[src/rtl/trigger_sequencer_if.sv]
// trigger_sequencer_if: start/stop control, quasi-static registers and status of the trigger sequencer
interface trigger_sequencer_if #(parameter int B = 32, parameter int NB = 16);
  logic start;
  logic stop;
  logic [B-1:0] DELAY_REG;
  logic [B-1:0] WIDTH_REG;
  logic [B-1:0] PERIOD_REG;
  logic [NB-1:0] NPULSE_REG;
  logic trig;
  logic busy;
  logic done;
  logic [NB-1:0] pulse_cnt;
  modport master(output start, stop, DELAY_REG, WIDTH_REG, PERIOD_REG, NPULSE_REG, input trig, busy, done, pulse_cnt);
  modport slave(input start, stop, DELAY_REG, WIDTH_REG, PERIOD_REG, NPULSE_REG, output trig, busy, done, pulse_cnt);
endinterface

[src/rtl/trigger_sequencer.sv]
// trigger_sequencer: delayed train of NPULSE trigger pulses with programmable width and period
module trigger_sequencer #(parameter int B = 32, parameter int NB = 16) (
  input logic aclk,
  input logic areset,
  trigger_sequencer_if.slave io
);
  typedef enum logic [2:0] {IDLE, DELAY, HIGH, LOW, FINISH} state_t;
  localparam logic [B-1:0] MAX = '1;
  state_t st;
  logic start_d;
  logic [B-1:0] cnt, w_r, l_r, w_s, p_s;
  logic [NB-1:0] np_r;
  // Width at least 1, period at least width+1 unless width is already saturated
  always_comb begin
    w_s = (io.WIDTH_REG == '0) ? B'(1) : io.WIDTH_REG;
    p_s = (io.PERIOD_REG <= w_s) ? ((w_s == MAX) ? MAX : w_s + 1'b1) : io.PERIOD_REG;
  end
  always_ff @(posedge aclk) begin
    if (areset) begin
      st <= IDLE;
      start_d <= 1'b0;
      cnt <= '0;
      w_r <= '0;
      l_r <= '0;
      np_r <= '0;
      io.trig <= 1'b0;
      io.busy <= 1'b0;
      io.done <= 1'b0;
      io.pulse_cnt <= '0;
    end else begin
      start_d <= io.start;
      io.done <= 1'b0;
      if (io.stop && st != IDLE) begin
        st <= IDLE;
        io.trig <= 1'b0;
        io.busy <= 1'b0;
      end else begin
        case (st)
          IDLE: if (io.start && !start_d && !io.stop) begin
            w_r <= w_s;
            l_r <= p_s - w_s;
            np_r <= io.NPULSE_REG;
            io.pulse_cnt <= '0;
            io.busy <= 1'b1;
            if (io.DELAY_REG != '0) begin
              st <= DELAY;
              cnt <= io.DELAY_REG - 1'b1;
            end else if (io.NPULSE_REG == '0) begin
              st <= FINISH;
              io.done <= 1'b1;
              io.busy <= 1'b0;
            end else begin
              st <= HIGH;
              io.trig <= 1'b1;
              io.pulse_cnt <= NB'(1);
              cnt <= w_s - 1'b1;
            end
          end
          DELAY: if (cnt != '0) cnt <= cnt - 1'b1;
          else if (np_r == '0) begin
            st <= FINISH;
            io.done <= 1'b1;
            io.busy <= 1'b0;
          end else begin
            st <= HIGH;
            io.trig <= 1'b1;
            io.pulse_cnt <= io.pulse_cnt + 1'b1;
            cnt <= w_r - 1'b1;
          end
          HIGH: if (cnt != '0) cnt <= cnt - 1'b1;
          else if (io.pulse_cnt == np_r) begin
            st <= FINISH;
            io.done <= 1'b1;
            io.busy <= 1'b0;
            io.trig <= 1'b0;
          end else if (l_r == '0) begin
            io.pulse_cnt <= io.pulse_cnt + 1'b1;
            cnt <= w_r - 1'b1;
          end else begin
            st <= LOW;
            io.trig <= 1'b0;
            cnt <= l_r - 1'b1;
          end
          LOW: if (cnt != '0) cnt <= cnt - 1'b1;
          else begin
            st <= HIGH;
            io.trig <= 1'b1;
            io.pulse_cnt <= io.pulse_cnt + 1'b1;
            cnt <= w_r - 1'b1;
          end
          FINISH: st <= IDLE;
          default: st <= IDLE;
        endcase
      end
    end
  end
endmodule
[src/flat_wrapper.sv]
// flat-port wrapper written by rule: the top's interface ports become plain ports
module trigger_sequencer_flat 
#(parameter int B = 32, parameter int NB = 16)
  (aclk, areset, io_start, io_stop, io_DELAY_REG, io_WIDTH_REG, io_PERIOD_REG, io_NPULSE_REG, io_trig, io_busy, io_done, io_pulse_cnt);
  trigger_sequencer_if #(.B(B), .NB(NB)) io_i ();
  input logic aclk;
  input logic areset;
  input wire logic [$bits(io_i.start)-1:0] io_start;
  input wire logic [$bits(io_i.stop)-1:0] io_stop;
  input wire logic [$bits(io_i.DELAY_REG)-1:0] io_DELAY_REG;
  input wire logic [$bits(io_i.WIDTH_REG)-1:0] io_WIDTH_REG;
  input wire logic [$bits(io_i.PERIOD_REG)-1:0] io_PERIOD_REG;
  input wire logic [$bits(io_i.NPULSE_REG)-1:0] io_NPULSE_REG;
  output wire logic [$bits(io_i.trig)-1:0] io_trig;
  output wire logic [$bits(io_i.busy)-1:0] io_busy;
  output wire logic [$bits(io_i.done)-1:0] io_done;
  output wire logic [$bits(io_i.pulse_cnt)-1:0] io_pulse_cnt;
  assign io_i.start = io_start;
  assign io_i.stop = io_stop;
  assign io_i.DELAY_REG = io_DELAY_REG;
  assign io_i.WIDTH_REG = io_WIDTH_REG;
  assign io_i.PERIOD_REG = io_PERIOD_REG;
  assign io_i.NPULSE_REG = io_NPULSE_REG;
  assign io_trig = io_i.trig;
  assign io_busy = io_i.busy;
  assign io_done = io_i.done;
  assign io_pulse_cnt = io_i.pulse_cnt;
  trigger_sequencer #(.B(B), .NB(NB)) u_core (.aclk(aclk), .areset(areset), .io(io_i));
endmodule
[config.mk]
export PLATFORM = sky130hd
export DESIGN_NAME = trigger_sequencer_flat
export DESIGN_NICKNAME = d
export VERILOG_FILES = /design/src/rtl/trigger_sequencer_if.sv /design/src/rtl/trigger_sequencer.sv /design/src/flat_wrapper.sv
export SDC_FILE = /design/constraint.sdc
export NUM_CORES = 1
export LEC_CHECK = 0
export BUFFER_PORTS_ARGS = -buffer_cell sky130_fd_sc_hd__clkbuf_2
export CAP_MARGIN = 20
export CORE_MARGIN = 2
export CORE_UTILIZATION = 55
export CTS_CLUSTER_DIAMETER = 30
export CTS_CLUSTER_SIZE = 20
export DETAILED_ROUTE_END_ITERATION = 12
export PLACE_DENSITY = 0.83
export SLEW_MARGIN = 20
export SYNTH_ARGS = -nofsm -noshare
export SYNTH_HDL_FRONTEND = slang
export SYNTH_SLANG_ARGS = --single-unit
[constraint.sdc]
create_clock -name aclk -period 13.1 [get_ports aclk]
set_input_delay 0.655 -clock aclk [delete_from_list [all_inputs] [get_ports aclk]]
set_output_delay 0.655 -clock aclk [all_outputs]
set_load 0.03 [all_outputs]
==> flow_summary.yaml <==
sta:
  post-route-min-period_ns: 7.26
  tightest_slew_ns: 1.11
  drv_slew: 0
  skew_ns: 0.00951
  final.setup.tns_ns: 0
  max_freq_mhz: 138
  rsz0062_at_grt: "no"
  finalCritPeriodShare_pct: 55.4
  finalHoldViolCount: 0
  setup_viol: 0
  relSlewSlack_pct: 25.2
global_routing:
  met3_usage_pct: 6.35
  grt_max_degree: 84
  groute.usage.overall_pct: 34.2
  use_met2_pct: 54.2
  grt_use_met1_pct: 46.9
  grt_pass1_wl_um: 65700
  grt_most_used_layer: "met2"
  antenna_found_initial: 0
  gr-total-overflow: 0
  grt_pass1_vias: 12600
critical_path:
  required_ns: 13.46
  r2r-start: "u_core.st[2]"
  cp_max_fo: 33
  cpMostUsedCell: "a31oi_1"
  cpMaxStageDelayCell: "nor4b_1"
  end_kind: "flop"
  crit_type: "input pin to flop"
  crit_start: "io_WIDTH_REG[27]"
  arrival_ns: 7.63
  cpPeakStageDelay_ns: 0.74
  cp-start-kind: "input pin"
pwr:
  pwr-share-seq_pct: 29.4
  p_sw_share_pct: 41.9
  p_leak_nw: 5.25
  pwr-share-clk_pct: 28.0
  powerDensity_mw_per_mm2: 123
  power_switching_mw: 0.700
  p_comb_share_pct: 42.6
  peakVddDrop_mv: 0.117
  p_int_mw: 0.970
synthesis:
  synthTopCellsByCount: "244 x nand2_1, 223 x a21oi_1, 169 x nor2_1"
  async_flop_share_pct: 0
  synth_warnings: 0
  yosys.area.top_type: "dfxtp_1"
  syn_nets: 1928
  synth_top_area_share_pct: 22.2
  ys_seq_area_share_pct: 22.2
  syn_area_mm2: 0.0122
  synth_ff_type: "dfxtp_1"
  ys_top_cells_by_area: "dfxtp_1 22%, a21oi_1 9.2%, xnor2_1 8.5%"
  syn_inst: 1740
  netlist-cell-type-count: 73
  yosysMostFrequentCell: "nand2_1"
  synth-edff-count: 0
  ys_ff_latch: 135
  syn_area_per_cell_um2: 7.00
drt:
  drt-initial-drc-count: 1587
  drc: 0
  ant_nets: 0
  num_vias: 13700
  vias_per_cell: 6.49
  wirelength_um: 41100
  wl_per_cell_um: 19.5
  dr.pass1.iters: 6
clocking:
  clockRootBuffer: "clkbuf_16"
  clk_transition_reported_paths_ns: 0.07
  cts_resized: 0
  cts_max_level: 4
  cts_inserted_buffers: 17
  cts_tree: "built"
  cts_sinks: 135
  clkLatencyLatePin_ns: 0.44
  post-cts-setup-buffers: 0
  cts_buffer_depth: 2
  cts_hold_buf: 0
finish:
  final_layout_size_suffix_gt1_share_pct: 11.4
  multi_input_area_mm2: 0.00897
  seq_area_mm2: 0.00270
  nFillCells: 2077
  nets: 2006
  n_antenna_cell: 0
  final_cell_count_no_fill: 2111
  area_growth_pct: 11.3
floorplanning:
  rows: 54
  io-pin-count: 135
  die_w_um: 153
  dieArea_mm2: 0.0234
  die-height_um: 153
  initial_core_util_pct: 56.0
  coreArea_mm2: 0.0218
worst_hold_path:
  hp-class: "input pin to flop"
  min_from: "io_start"
placement:
  portBuffers: 134
  place_hpwl_um: 31500
  gp_congestion: 0.999
  dp_cells: 2079
flow_run:
  drv_cap: 0
status:
  status: "finished clean"
cell type report:
cell class	instances	area share, %
timing repair buffer	147	5.68
sequential	135	19.9
multi-input combinational	1462	66.2
inverter	55	1.52
tap	280	2.58
clock buffer	17	3.14
clock inverter	15	0.996
power by group through the flow:
| stage | clock network, mW | registers [mW] | logic (mW) |
|---|---|---|---|
| after floorplan | 0 | 0.484 | 0.531 |
| after global placement | 0 | 0.496 | 0.677 |
| after detailed placement | 0 | 0.498 | 0.690 |
| after CTS | 0.466 | 0.489 | 0.696 |
| after global routing | 0.483 | 0.496 | 0.780 |
| final | 0.467 | 0.491 | 0.712 |
path summary, 6_finish.rpt:
kind,endpoint,slack (ns),depth (start not counted)
setup / recovery,u_core.l_r[30],5.84,27
hold / removal,u_core.start_d,0.43,2
setup reg to reg,u_core.cnt[17],8.70,9
hold reg to reg,u_core.np_r[8],0.48,2
logic make-up after synthesis:
family	after synthesis	synth area share, %
and+or+nand+nor	759	30.5
AOI/OAI and AO/OA	460	23.0
adders and majority gates	72	7.46
buffers and inverters	143	4.49
muxes	5	0.431
xor gates and xnor gates	166	11.9
DFF	135	22.2
through the flow:
step	setup slack (ns)	hold slack [ns]	instance area, µm²	util (%)	total power [mW]
floorplan	6.74	0.444	12200	-	1.01
global placement	5.61	0.465	13000	59.8	1.17
detailed placement	5.45	0.477	13000	59.8	1.19
CTS	5.85	0.431	13600	62.4	1.65
global route	5.32	0.448	13600	62.4	1.76
finish	5.84	0.434	13600	62.4	1.67
sequential cells by signal, summed over array words and instances, names as in the netlist:
register             flops
u_core.io.done           1
u_core.io.busy           1
u_core.np_r             16
u_core.io.pulse_cnt     16
u_core.w_r              32
u_core.st                3
u_core.l_r              32
u_core.start_d           1
u_core.cnt              32
u_core.io.trig           1
critical path: cells and delay by family:
| family | cells | cell delay, ns |
|---|---|---|
| and+or+nand+nor | 9 | 2.86 |
| adders and majority gates | 3 | 0.77 |
| AOI/OAI and AO/OA | 10 | 2.14 |
| buffers and inverters | 5 | 1.17 |
layout by cell type, fill, tap and decap left out, types with 6 or more instances in the layout:
cell type	count
a211oi_1	27
a21o_1	23
a21oi_1	223
a31oi_1	16
and2_1	10
and3_1	14
buf_4	14
clkbuf_16	17
clkbuf_2	133
dfxtp_1	135
ha_1	71
inv_1	55
inv_6	6
nand2_1	243
nand2b_1	17
nand3_1	46
nand3b_1	10
nand4_1	33
nor2_1	169
nor2b_1	8
nor3_1	77
nor3b_1	6
nor4_1	59
o211ai_1	11
o21a_1	10
o21ai_0	49
o21bai_1	7
o221ai_1	13
o22ai_1	23
or2_2	7
or3_1	18
or4_1	14
xnor2_1	118
xor2_1	48
metal layers:
layer	part of all wire, %	wire length [µm]
met1	42	17100
met2	44	18300
met3	11	4510
met4	2.8	1160
met5	0	0
(Power assumes the default switching activity.)
